==> config.mk <==
export PLATFORM = sky130hd
export DESIGN_NAME = scan_chain_responder_flat
export DESIGN_NICKNAME = d
export VERILOG_FILES = /design/src/rtl/scan_chain_responder_pkg.sv /design/src/rtl/scan_chain_responder_if.sv /design/src/rtl/scan_chain_responder_edge_sync.sv /design/src/rtl/scan_chain_responder.sv /design/src/flat_wrapper.sv
export SDC_FILE = /design/constraint.sdc
export NUM_CORES = 1
export LEC_CHECK = 0
export BUFFER_PORTS_ARGS = -buffer_cell sky130_fd_sc_hd__clkbuf_2
export CAP_MARGIN = 20
export CORE_UTILIZATION = 60
export CTS_CLUSTER_DIAMETER = 50
export DETAILED_ROUTE_END_ITERATION = 7
export GPL_TIMING_DRIVEN = 0
export PLACE_DENSITY_LB_ADDON = 0.25
export SKIP_CTS_REPAIR_TIMING = 1
export SLEW_MARGIN = 0
export SYNTH_ARGS = -nofsm -noshare
export SYNTH_HDL_FRONTEND = slang
export SYNTH_SLANG_ARGS = --single-unit
==> constraint.sdc <==
create_clock -name sys_clock -period 13.2 [get_ports sys_clock]
set_clock_uncertainty 0.05 [all_clocks]
set_input_delay 3.96 -clock sys_clock [delete_from_list [all_inputs] [get_ports sys_clock]]
set_output_delay 3.96 -clock sys_clock [all_outputs]
set_load 0.02 [all_outputs]
==> src/rtl/scan_chain_responder_pkg.sv <==
// Shared types and defaults for the scan chain responder.
package scan_resp_pkg;

    localparam int WIDTH_DEF      = 6;
    localparam int SEL_W          = 5;
    localparam int NUM_CHAINS_DEF = 22;
    localparam int CNT_W_DEF      = 16;

    typedef enum logic [1:0] {
        IDLE    = 2'd0,
        SHIFT   = 2'd1,
        RESPOND = 2'd2
    } state_t;

    // Selects are unsigned, so everything at or above num_chains is out of range.
    function automatic logic sel_valid(input logic [SEL_W-1:0] sel, input int num_chains);
        return (int'(sel) < num_chains);
    endfunction

endpackage

==> src/rtl/scan_chain_responder_if.sv <==
// Tester-side bundle: pattern/select/strobe toward the responder, echo and status back.
interface scan_chain_responder_if
    import scan_resp_pkg::*;
#(
    parameter int WIDTH = WIDTH_DEF,
    parameter int CNT_W = CNT_W_DEF
) ();

    logic             test_clock;
    logic [WIDTH-1:0] K;
    logic [SEL_W-1:0] mux_decoder_input;
    logic             reset;
    logic [WIDTH-1:0] chain_input;
    logic [WIDTH-1:0] chain_output;
    logic             resp_valid;
    logic             overrun;
    logic [CNT_W-1:0] resp_count;

    modport master (
        output test_clock, K, mux_decoder_input, reset,
        input  chain_input, chain_output, resp_valid, overrun, resp_count
    );

    modport slave (
        input  test_clock, K, mux_decoder_input, reset,
        output chain_input, chain_output, resp_valid, overrun, resp_count
    );

endinterface

==> src/rtl/scan_chain_responder_edge_sync.sv <==
// Two-flop synchronizer with a third flop for a one-cycle rising-edge pulse.
module edge_sync (
    input  logic i_clk,
    input  logic i_rst,
    input  logic i_async,
    output logic o_pulse
);

    logic r_sync1;
    logic r_sync2;
    logic r_sync3;

    always_ff @(posedge i_clk or posedge i_rst) begin
        if (i_rst) begin
            r_sync1 <= 1'b0;
            r_sync2 <= 1'b0;
            r_sync3 <= 1'b0;
        end else begin
            r_sync1 <= i_async;
            r_sync2 <= r_sync1;
            r_sync3 <= r_sync2;
        end
    end

    assign o_pulse = r_sync2 & ~r_sync3;

endmodule

==> src/rtl/scan_chain_responder.sv <==
// Emulated scan-chain DUT: serially loads the tester's pattern into a selected chain and echoes it back.
// Optional stuck-at fault on one chain's response is enabled by defining FAULT_INJECT_EN.
//
//   state   | meaning
//   IDLE    | waiting for a test_clock strobe
//   SHIFT   | shifting k_q into chain[sel_q], LSB first, WIDTH cycles
//   RESPOND | publish chain_output, raise resp_valid, bump resp_count
module scan_chain_responder
    import scan_resp_pkg::*;
#(
    parameter int WIDTH      = WIDTH_DEF,
    parameter int NUM_CHAINS = NUM_CHAINS_DEF,
    parameter int CNT_W      = CNT_W_DEF
`ifdef FAULT_INJECT_EN
    ,
    parameter int FAULT_CHAIN = 3,
    parameter int FAULT_BIT   = 0,
    parameter int FAULT_VAL   = 1
`endif
) (
    input  logic                  sys_clock,
    input  logic                  sys_reset,
    scan_chain_responder_if.slave bus
);

    localparam int              IDX_W    = (WIDTH > 1) ? $clog2(WIDTH) : 1;
    localparam logic [IDX_W-1:0] LAST_IDX = IDX_W'(WIDTH - 1);

    logic             w_strobe;
    logic [WIDTH-1:0] w_resp_data;

    state_t           r_state;
    logic [WIDTH-1:0] r_k_q;
    logic [SEL_W-1:0] r_sel_q;
    logic [IDX_W-1:0] r_cnt;
    logic [WIDTH-1:0] r_chain [NUM_CHAINS];
    logic [WIDTH-1:0] r_chain_input;
    logic [WIDTH-1:0] r_chain_output;
    logic             r_resp_valid;
    logic             r_overrun;
    logic [CNT_W-1:0] r_resp_count;

    edge_sync u_tclk_sync (
        .i_clk   (sys_clock),
        .i_rst   (sys_reset),
        .i_async (bus.test_clock),
        .o_pulse (w_strobe)
    );

    always_comb begin
        w_resp_data = '0;
        for (int i = 0; i < NUM_CHAINS; i++) begin
            if (r_sel_q == SEL_W'(i)) begin
                w_resp_data = r_chain[i];
            end
        end
`ifdef FAULT_INJECT_EN
        // Only the published response is corrupted; the chain itself keeps the true pattern.
        if (r_sel_q == SEL_W'(FAULT_CHAIN)) begin
            w_resp_data[FAULT_BIT] = 1'(FAULT_VAL);
        end
`endif
    end

    always_ff @(posedge sys_clock or posedge sys_reset) begin
        if (sys_reset) begin
            r_state        <= IDLE;
            r_k_q          <= '0;
            r_sel_q        <= '0;
            r_cnt          <= '0;
            r_chain_input  <= '0;
            r_chain_output <= '0;
            r_resp_valid   <= 1'b0;
            r_overrun      <= 1'b0;
            r_resp_count   <= '0;
            for (int i = 0; i < NUM_CHAINS; i++) begin
                r_chain[i] <= '0;
            end
        end else if (bus.reset) begin
            // Tester reset beats a coincident strobe; count and scan-in echo survive it.
            r_state        <= IDLE;
            r_cnt          <= '0;
            r_chain_output <= '0;
            r_resp_valid   <= 1'b0;
            r_overrun      <= 1'b0;
            for (int i = 0; i < NUM_CHAINS; i++) begin
                r_chain[i] <= '0;
            end
        end else begin
            case (r_state)
                IDLE: begin
                    if (w_strobe) begin
                        r_k_q         <= bus.K;
                        r_sel_q       <= bus.mux_decoder_input;
                        r_chain_input <= bus.K;
                        r_resp_valid  <= 1'b0;
                        r_cnt         <= '0;
                        r_state       <= sel_valid(bus.mux_decoder_input, NUM_CHAINS) ? SHIFT : RESPOND;
                    end
                end
                SHIFT: begin
                    if (w_strobe) begin
                        r_overrun <= 1'b1;
                    end
                    for (int i = 0; i < NUM_CHAINS; i++) begin
                        if (r_sel_q == SEL_W'(i)) begin
                            r_chain[i] <= {r_k_q[r_cnt], r_chain[i][WIDTH-1:1]};
                        end
                    end
                    if (r_cnt == LAST_IDX) begin
                        r_state <= RESPOND;
                    end else begin
                        r_cnt <= r_cnt + 1'b1;
                    end
                end
                RESPOND: begin
                    if (w_strobe) begin
                        r_overrun <= 1'b1;
                    end
                    r_chain_output <= w_resp_data;
                    r_resp_valid   <= 1'b1;
                    r_resp_count   <= r_resp_count + 1'b1;
                    r_state        <= IDLE;
                end
                default: begin
                    r_state <= IDLE;
                end
            endcase
        end
    end

    assign bus.chain_input  = r_chain_input;
    assign bus.chain_output = r_chain_output;
    assign bus.resp_valid   = r_resp_valid;
    assign bus.overrun      = r_overrun;
    assign bus.resp_count   = r_resp_count;

endmodule

==> src/flat_wrapper.sv <==
// flat-port wrapper written by rule: the top's interface ports become plain ports
module scan_chain_responder_flat import scan_resp_pkg::*;
#(
    parameter int WIDTH      = WIDTH_DEF,
    parameter int NUM_CHAINS = NUM_CHAINS_DEF,
    parameter int CNT_W      = CNT_W_DEF

)
  (sys_clock, sys_reset, bus_test_clock, bus_K, bus_mux_decoder_input, bus_reset, bus_chain_input, bus_chain_output, bus_resp_valid, bus_overrun, bus_resp_count);
  scan_chain_responder_if #(.WIDTH(WIDTH), .CNT_W(CNT_W)) bus_i ();
  input  logic sys_clock;
  input  logic sys_reset;
  input wire logic [$bits(bus_i.test_clock)-1:0] bus_test_clock;
  input wire logic [$bits(bus_i.K)-1:0] bus_K;
  input wire logic [$bits(bus_i.mux_decoder_input)-1:0] bus_mux_decoder_input;
  input wire logic [$bits(bus_i.reset)-1:0] bus_reset;
  output wire logic [$bits(bus_i.chain_input)-1:0] bus_chain_input;
  output wire logic [$bits(bus_i.chain_output)-1:0] bus_chain_output;
  output wire logic [$bits(bus_i.resp_valid)-1:0] bus_resp_valid;
  output wire logic [$bits(bus_i.overrun)-1:0] bus_overrun;
  output wire logic [$bits(bus_i.resp_count)-1:0] bus_resp_count;
  assign bus_i.test_clock = bus_test_clock;
  assign bus_i.K = bus_K;
  assign bus_i.mux_decoder_input = bus_mux_decoder_input;
  assign bus_i.reset = bus_reset;
  assign bus_chain_input = bus_i.chain_input;
  assign bus_chain_output = bus_i.chain_output;
  assign bus_resp_valid = bus_i.resp_valid;
  assign bus_overrun = bus_i.overrun;
  assign bus_resp_count = bus_i.resp_count;
  scan_chain_responder #(.WIDTH(WIDTH), .NUM_CHAINS(NUM_CHAINS), .CNT_W(CNT_W)) u_core (.sys_clock(sys_clock), .sys_reset(sys_reset), .bus(bus_i));
endmodule
==> results by group, run 1 <==
Yosys
  – Mean area per synthesized cell: 9.17 µm²
  – Synth Cell Area: 8940 µm²
  – Mux contribution to synthesized area: 6.40%
  – Synth area leader: dfrtp_1
  – Mapped Cells: 975
  – Ys async rst share: 100%
  – Synth cell count leaders: dfrtp_1 (175), nand2_1 (137), a21oi_1 (123)
  – Cell with the most instances after synthesis: dfrtp_1
  – Synth Area in Adders: 0.840%
  – Post-synthesis sequential area ratio: 49.0%
  – Unique masters post-synth: 68
  – Synth top area cells: dfrtp_1 (49%), a21oi_1 (6.9%), nand2_1 (5.8%)
  – Syn nets: 996
  – Compound-cell area share of the yosys netlist: 18.9%
  – Top-area cell type share of the netlist area: 49.0%
  – Largest family of logic cells by synthesized area: simple AND/OR/NAND/NOR gates
  – Ys Warns: 0
  – Simple-Gate Fraction of Synth Area: 19.4%
  – Number of synthesized flops with an enable pin: 0
  – Post-synthesis xor/xnor area fraction: 1.47%
  – Synth Register Bits: 175
  – Most common flop cell mapped by yosys: dfrtp_1

Pwr
  – Peak VDD IR: 0.000112 V
  – Power Density: 146 nW/µm²
  – Pleak: 4.17 nW

Clock network
  – CTS sink cnt: 175
  – CTS tree: yes
  – Clk_lat worst skew: 0.44 ns
  – CTS root buffer: clkbuf_16
  – Clock transition at the registers of the reported paths: 0.07 ns
  – CTS Buffer Depth: 2
  – Num CTS Buffers: 17
  – H-tree Lvls: 4

Die
  – Die extent in y: 124 µm
  – Io pins: 45
  – Die area: 15400 µm²
  – Initial core utilization: 61.5%
  – Core Rows: 44
  – Die Width: 124 µm
  – Core box area: 14500 µm²

Outcome
  – Run status: completed

Route
  – Via density: 6.60
  – Wire length per cell: 22.5 µm
  – DR pass1 iterations: 8
  – Initial DRC Count: 939
  – Detailed-route via count: 8147
  – DRC violation count after routing: 0
  – Post-DRT Antenna Nets: 0
  – Final WL: 27800 µm

Critical path
  – CP Class: input port to flip-flop
  – Setup crit end kind: flip-flop
  – Most used cell, CP: clkbuf_1
  – Crit path max-delay family: buffers and inverters
  – Required @ worst endpoint: 13.43 ns
  – Reg-to-reg startpoint: u_core.r_sel_q[0]$_DFFE_PP0P_
  – Worst path slowest cell: buf_1
  – CP peak stage delay: 0.75 ns
  – Worst path bufs/invs: 4
  – Critical path launch point: bus_reset
  – Crit-path cells: clkbuf_2 -> clkbuf_1 -> clkbuf_1 -> buf_1 -> nor2_1
  – CP startpoint kind: input port
  – CP max FO: 10
  – Crit path DAT: 5.92 ns

STA
  – Worst-margin pin slew: 0.929 ns
  – RSZ-0062 raised after global routing: no
  – Post-route setup slack: 7.52 ns
  – Max Slew Vio Count: 0
  – Fmax: 176 MHz
  – Endpoints failing setup: 0
  – Final Hold Viols: 0
  – Min Tclk post-route: 5.68 ns
  – Rel. slew slack: 38.0%
  – Tcrit/Tclk final: 43.1%
  – TNS Setup: 0 ns

Min path
  – Worst Hold Launch: u_core.u_tclk_sync.r_sync1$_DFF_PP0_
  – Worst hold path type: flip-flop to flip-flop

Layout
  – Layout area overhead: 11.7%
  – Filler cells: 1152
  – Layout cells sized above 1: 13.3%
  – Diode count: 0
  – Nets: 1060

Placed design
  – IO buf count: 44
  – Gpl congestion: 1.03
  – Setup Slack @ Placement: 7.22 ns
  – DP Wirelength: 19600 µm

GRT
  – Overflow after GRT: 0
  – Number of antenna violations at the first check in global routing: 1
  – Global-route wire length before repair: 42100 µm
  – Vias in the first global route: 7419
  – Pin count of the biggest net entering global routing: 98
  – Tot GR Track Use: 37.8%

Run
  – Max-cap viol count: 0
metrics by stage:
| step | hold WS, ns | util [%] | std cells | instance area (µm²) | total power, W |
|---|---|---|---|---|---|
| after floorplan | 0.281 | - | 975 | 8940 | 0.000835 |
| after CTS | 0.301 | 68.7 | 1235 | 9990 | 0.00145 |
| final | 0.298 | 68.7 | 1235 | 9990 | 0.00146 |
| after global routing | 0.308 | 68.7 | 1235 | 9990 | 0.00151 |
| after global placement | 0.285 | 64.6 | 1203 | 9390 | 0.000963 |
| after detailed placement | 0.286 | 64.8 | 1204 | 9420 | 0.000964 |
logic make-up after synthesis:
| logic type | after synthesis |
|---|---|
| adder cells (fa/ha/maj) | 6 |
| XOR/XNOR | 15 |
| AO/OA/AOI/OAI | 284 |
| flip-flops | 175 |
| buffers and inverters | 81 |
| AND/OR/NAND/NOR | 364 |
| multiplexers | 50 |
metal layers:
layer	track usage (%)	up-vias	wire length, µm
met3	11.7	107	2780
met2	55.9	458	12300
met1	50.8	3980	11500
met5	0	-	15
li1	-	3600	-
met4	17.6	2	1210
worst reg2reg max path: stages (launching register included):
cell and delay, ns:
dfrtp_1 0.46, buf_1 0.61, nand3b_1 0.18, a21boi_0 0.16, a2111oi_0 0.70, o31ai_1 0.22
a21oi_1 0.24
where the power goes:
part | total (W) | switching (W) | internal [W]
clock | 0.000493 | 0.000223 | 0.000270
sequential | 0.000580 | 0.0000220 | 0.000558
combinational | 0.000389 | 0.000274 | 0.000116
total | 0.00146 | 0.000519 | 0.000943
layout make-up:
type	count	area [µm²]	share of cell area (%)
repair buffers	45	248	2.48
clock buffers	19	453	4.54
inverters	11	48.8	0.489
flip-flops and latches	175	4380	43.8
multi-input cells	719	4200	42.1
plain buffers	70	315	3.16
well taps	184	230	2.31
clock inverters	12	111	1.12
registers in the layout, indices dropped and copies added, names as in the netlist:
register                    flops
u_core.bus.chain_output         6
u_core.bus.chain_input          6
u_core.bus.overrun              1
u_core.u_tclk_sync.r_sync1      1
u_core.bus.resp_count          16
u_core.u_tclk_sync.r_sync3      1
u_core.r_sel_q                  5
u_core.r_cnt                    3
u_core.r_state                  2
u_core.bus.resp_valid           1
u_core.r_chain                132
u_core.u_tclk_sync.r_sync2      1
placed cells by master (no fill, tap or decap), types with 6 or more instances in the layout:
| cell type | count |
|---|---|
| buf_4 | 7 |
| clkbuf_16 | 17 |
| nor2_2 | 6 |
| mux2i_1 | 29 |
| dfrtp_1 | 175 |
| nand3b_1 | 10 |
| nor2b_1 | 10 |
| a21oi_1 | 123 |
| clkbuf_1 | 40 |
| ha_1 | 6 |
| xnor2_1 | 9 |
| o21ai_0 | 77 |
| clkbuf_2 | 44 |
| nand2_1 | 137 |
| buf_2 | 21 |
| a211oi_1 | 18 |
| nand2b_1 | 12 |
| nand3_1 | 50 |
| xor2_1 | 6 |
| nor3_1 | 13 |
| nor2_1 | 89 |
| mux2_2 | 17 |
| inv_1 | 9 |
path summary, 6_finish.rpt:
| path | cells past startpoint | endpoint | slack (ns) |
|---|---|---|---|
| min in group asynchronous | 2 | u_core.bus.resp_count[4]$_DFFE_PP0P_ | 3.54 |
| hold / removal | 0 | u_core.u_tclk_sync.r_sync2$_DFF_PP0_ | 0.30 |
| max in group asynchronous | 3 | u_core.r_chain[58]$_DFFE_PP0P_ | 8.68 |
| setup reg to reg | 6 | u_core.bus.chain_output[2]$_DFFE_PP0P_ | 10.49 |
| hold reg to reg | 0 | u_core.u_tclk_sync.r_sync2$_DFF_PP0_ | 0.30 |
| setup / recovery | 5 | u_core.r_chain[83]$_DFFE_PP0P_ | 7.52 |
(Power assumes the default switching activity.)
==> run 2, diff against run 1 <==
CORE_UTILIZATION = 56   (was 60)
clock period = 4.6 ns   (was 13.2 ns; I/O delays follow)
==> run 2 against run 1 <==
Total power rose to 2.9 times the previous value. Final area is 1.1% higher. Die area is 7.0% higher.
==> results by group, run 2 (synthesized netlist as in run 1, its figures left out) <==
Die
  – Die area: 16500 µm² (+7.0%)
  – Initial core utilization: 58.1% (-3.3 points)
  – Io pins: 45 (unchanged)
  – Core Rows: 45 (+2.3%)
  – Core box area: 15400 µm² (+5.8%)
  – Die Width: 128 µm (+3.5%)
  – Die extent in y: 128 µm (+3.5%)

Layout
  – Most frequent cells in the layout: dfrtp_1 (175), nand2_1 (137), a21oi_1 (123)
  – Layout area overhead: 12.9%
  – Max FFs per register: 132 (unchanged)
  – Diode count: 0 (unchanged)
  – Post-layout util: 65.7% (-3.1 points)
  – Layout cells sized above 1: 13.6% (+0.33 points)
  – Reg with most FFs: u_core.r_chain
  – Most common cell after layout, fill and taps aside: dfrtp_1
  – Nets: 1063 (+0.28%)

Critical path
  – Reg-to-reg startpoint: u_core.r_sel_q[0]$_DFFE_PP0P_
  – Reg2Reg Depth: 6 (unchanged)
  – CP startpoint kind: input port
  – CP max FO: 10 (unchanged)
  – Crit path DAT: 3.44 ns (-2.48 ns)
  – Required @ worst endpoint: 4.83 ns (-8.60 ns)
  – CP Class: input port to flip-flop
  – Critical path launch point: bus_reset
  – Setup crit end kind: flip-flop
  – Crit path to: u_core.r_chain[35]$_DFFE_PP0P_
  – Reg2Reg Capture Point: u_core.bus.chain_output[1]$_DFFE_PP0P_
  – Reg2reg setup slack: 1.74 ns (-8.75 ns)

Clock network
  – H-tree Lvls: 4 (unchanged)
  – CTS Buffer Depth: 2 (unchanged)
  – Clock transition at the registers of the reported paths: 0.07 ns (about the same)
  – CTS root buffer: clkbuf_16
  – CTS sink cnt: 175 (unchanged)
  – Clk_lat worst skew: 0.44 ns (about the same)
  – Num CTS Buffers: 17 (unchanged)
  – CTS tree: yes

GRT
  – Tot GR Track Use: 36.3% (-1.6 points)
  – Global-route wire length before repair: 44300 µm (+5.1%)
  – Most Crowded Layer GR: met2
  – Vias in the first global route: 7606 (+2.5%)
  – Number of antenna violations at the first check in global routing: 0 (-1)
  – Overflow after GRT: 0 (unchanged)
  – Pin count of the biggest net entering global routing: 43 (-56%)
  – Met3 Usage GRT: 7.90% (-3.8 points)
  – Met1 GRT Util: 52.8% (+2.0 points)
  – Global routing usage on met2: 53.0% (-2.8 points)

Pwr
  – Peak VDD IR: 0.000343 V (+210%)
  – Cell-internal power: 0.00272 W (+190%)
  – Switch share: 36.3% (+0.75 points)
  – Sw power: 0.00155 W (+200%)
  – Power Density: 422 nW/µm² (+190%)
  – Power share of the clock group: 33.9% (+0.2 points)
  – Pleak: 4.20 nW (+0.67%)
  – Combinational Power Share: 27.0% (+0.4 points)
  – Sequential share of power: 39.0% (-0.6 points)

Route
  – DRC violation count after routing: 0 (unchanged)
  – Detailed-route via count: 8089 (-0.71%)
  – Post-DRT Antenna Nets: 0 (unchanged)
  – Initial DRC Count: 1084 (+15%)
  – Wire length per cell: 22.7 µm (+0.99%)
  – Final WL: 28800 µm (+3.5%)
  – DR pass1 iterations: 6 (-2)
  – Via density: 6.39 (-3.1%)

Placed design
  – Gpl congestion: 0.994 (-3.6%)
  – DP Wirelength: 20600 µm (+5.0%)
  – IO buf count: 44 (unchanged)
  – Setup Slack @ Placement: 1.05 ns (-6.17 ns)

STA
  – Endpoints failing setup: 0 (unchanged)
  – Max Slew Vio Count: 0 (unchanged)
  – Minimum hold slack: 0.301 ns (+0.00257 ns)
  – Worst-margin pin slew: 0.952 ns (+0.0229 ns)
  – Fmax: 312 MHz
  – Tcrit/Tclk final: 69.7%
  – RSZ-0062 raised after global routing: no
  – Rel. slew slack: 36.5% (-1.5 points)
  – Post-route setup slack: 1.39 ns (-6.12 ns)
  – Final Hold Viols: 0 (unchanged)
  – Min Tclk post-route: 3.21 ns

Run
  – Max-cap viol count: 0 (unchanged)

Min path
  – Worst hold path type: flip-flop to flip-flop

Outcome
  – Run status: completed
## run 2: cell count changes in the layout (fill, tap and decap cells not counted), sizes merged
cell	before	now
inv	13	16
clkbuf	103	102
clkinv	6	4
clkinvlp	3	4
buf	31	34
## run 2: per-layer routing
metal	part of all wire (%)	vias up
li1	-	3599
met1	42	3946
met2	44	468
met3	10	76
met4	3.5	0
met5	0	-
## run 2: worst max-delay path: stages
cell and delay (ns):
clkbuf_2 0.09, clkbuf_1 0.39, clkbuf_1 0.66, buf_1 0.78, nor2_1 0.13
## run 2: area by class of cell
type	count	area (µm²)
inverter	11	45.0
buffer	70	315
multi-input combinational	719	4200
fill	1291	5280
clock buffer	18	439
sequential	175	4380
clock inverter	14	149
timing repair buffer	48	300
tap	211	264
## run 2: metrics by stage
stage                     area (µm²)  std cells  total power [W]  setup TNS (ns)
after floorplan                 8940        975          0.00240               0
after global placement          9430       1230          0.00279          -24.69
after detailed placement        9510       1234          0.00280               0
after CTS                      10100       1266          0.00423               0
after global routing           10100       1266          0.00438               0
final                          10100       1266          0.00426               0
## run 2: worst min path at each step
stage,endpoint,slack (ns),start,cells after the start
after floorplan,u_core.u_tclk_sync.r_sync2$_DFF_PP0_,0.28,u_core.u_tclk_sync.r_sync1$_DFF_PP0_,0
after global placement,u_core.u_tclk_sync.r_sync2$_DFF_PP0_,0.29,u_core.u_tclk_sync.r_sync1$_DFF_PP0_,0
after detailed placement,u_core.u_tclk_sync.r_sync2$_DFF_PP0_,0.29,u_core.u_tclk_sync.r_sync1$_DFF_PP0_,0
after CTS,u_core.u_tclk_sync.r_sync2$_DFF_PP0_,0.30,u_core.u_tclk_sync.r_sync1$_DFF_PP0_,0
after global routing,u_core.u_tclk_sync.r_sync2$_DFF_PP0_,0.32,u_core.u_tclk_sync.r_sync1$_DFF_PP0_,0
final,u_core.u_tclk_sync.r_sync2$_DFF_PP0_,0.30,u_core.u_tclk_sync.r_sync1$_DFF_PP0_,0
## run 2: power by group through the flow
stage / sequential [W] / combinational [W] / clock [W]
finish: 0.00166 / 0.00115 / 0.00145
global route: 0.00167 / 0.00119 / 0.00152
CTS: 0.00166 / 0.00111 / 0.00146
detailed placement: 0.00169 / 0.00111 / 0
global placement: 0.00169 / 0.00110 / 0
floorplan: 0.00173 / 0.000666 / 0
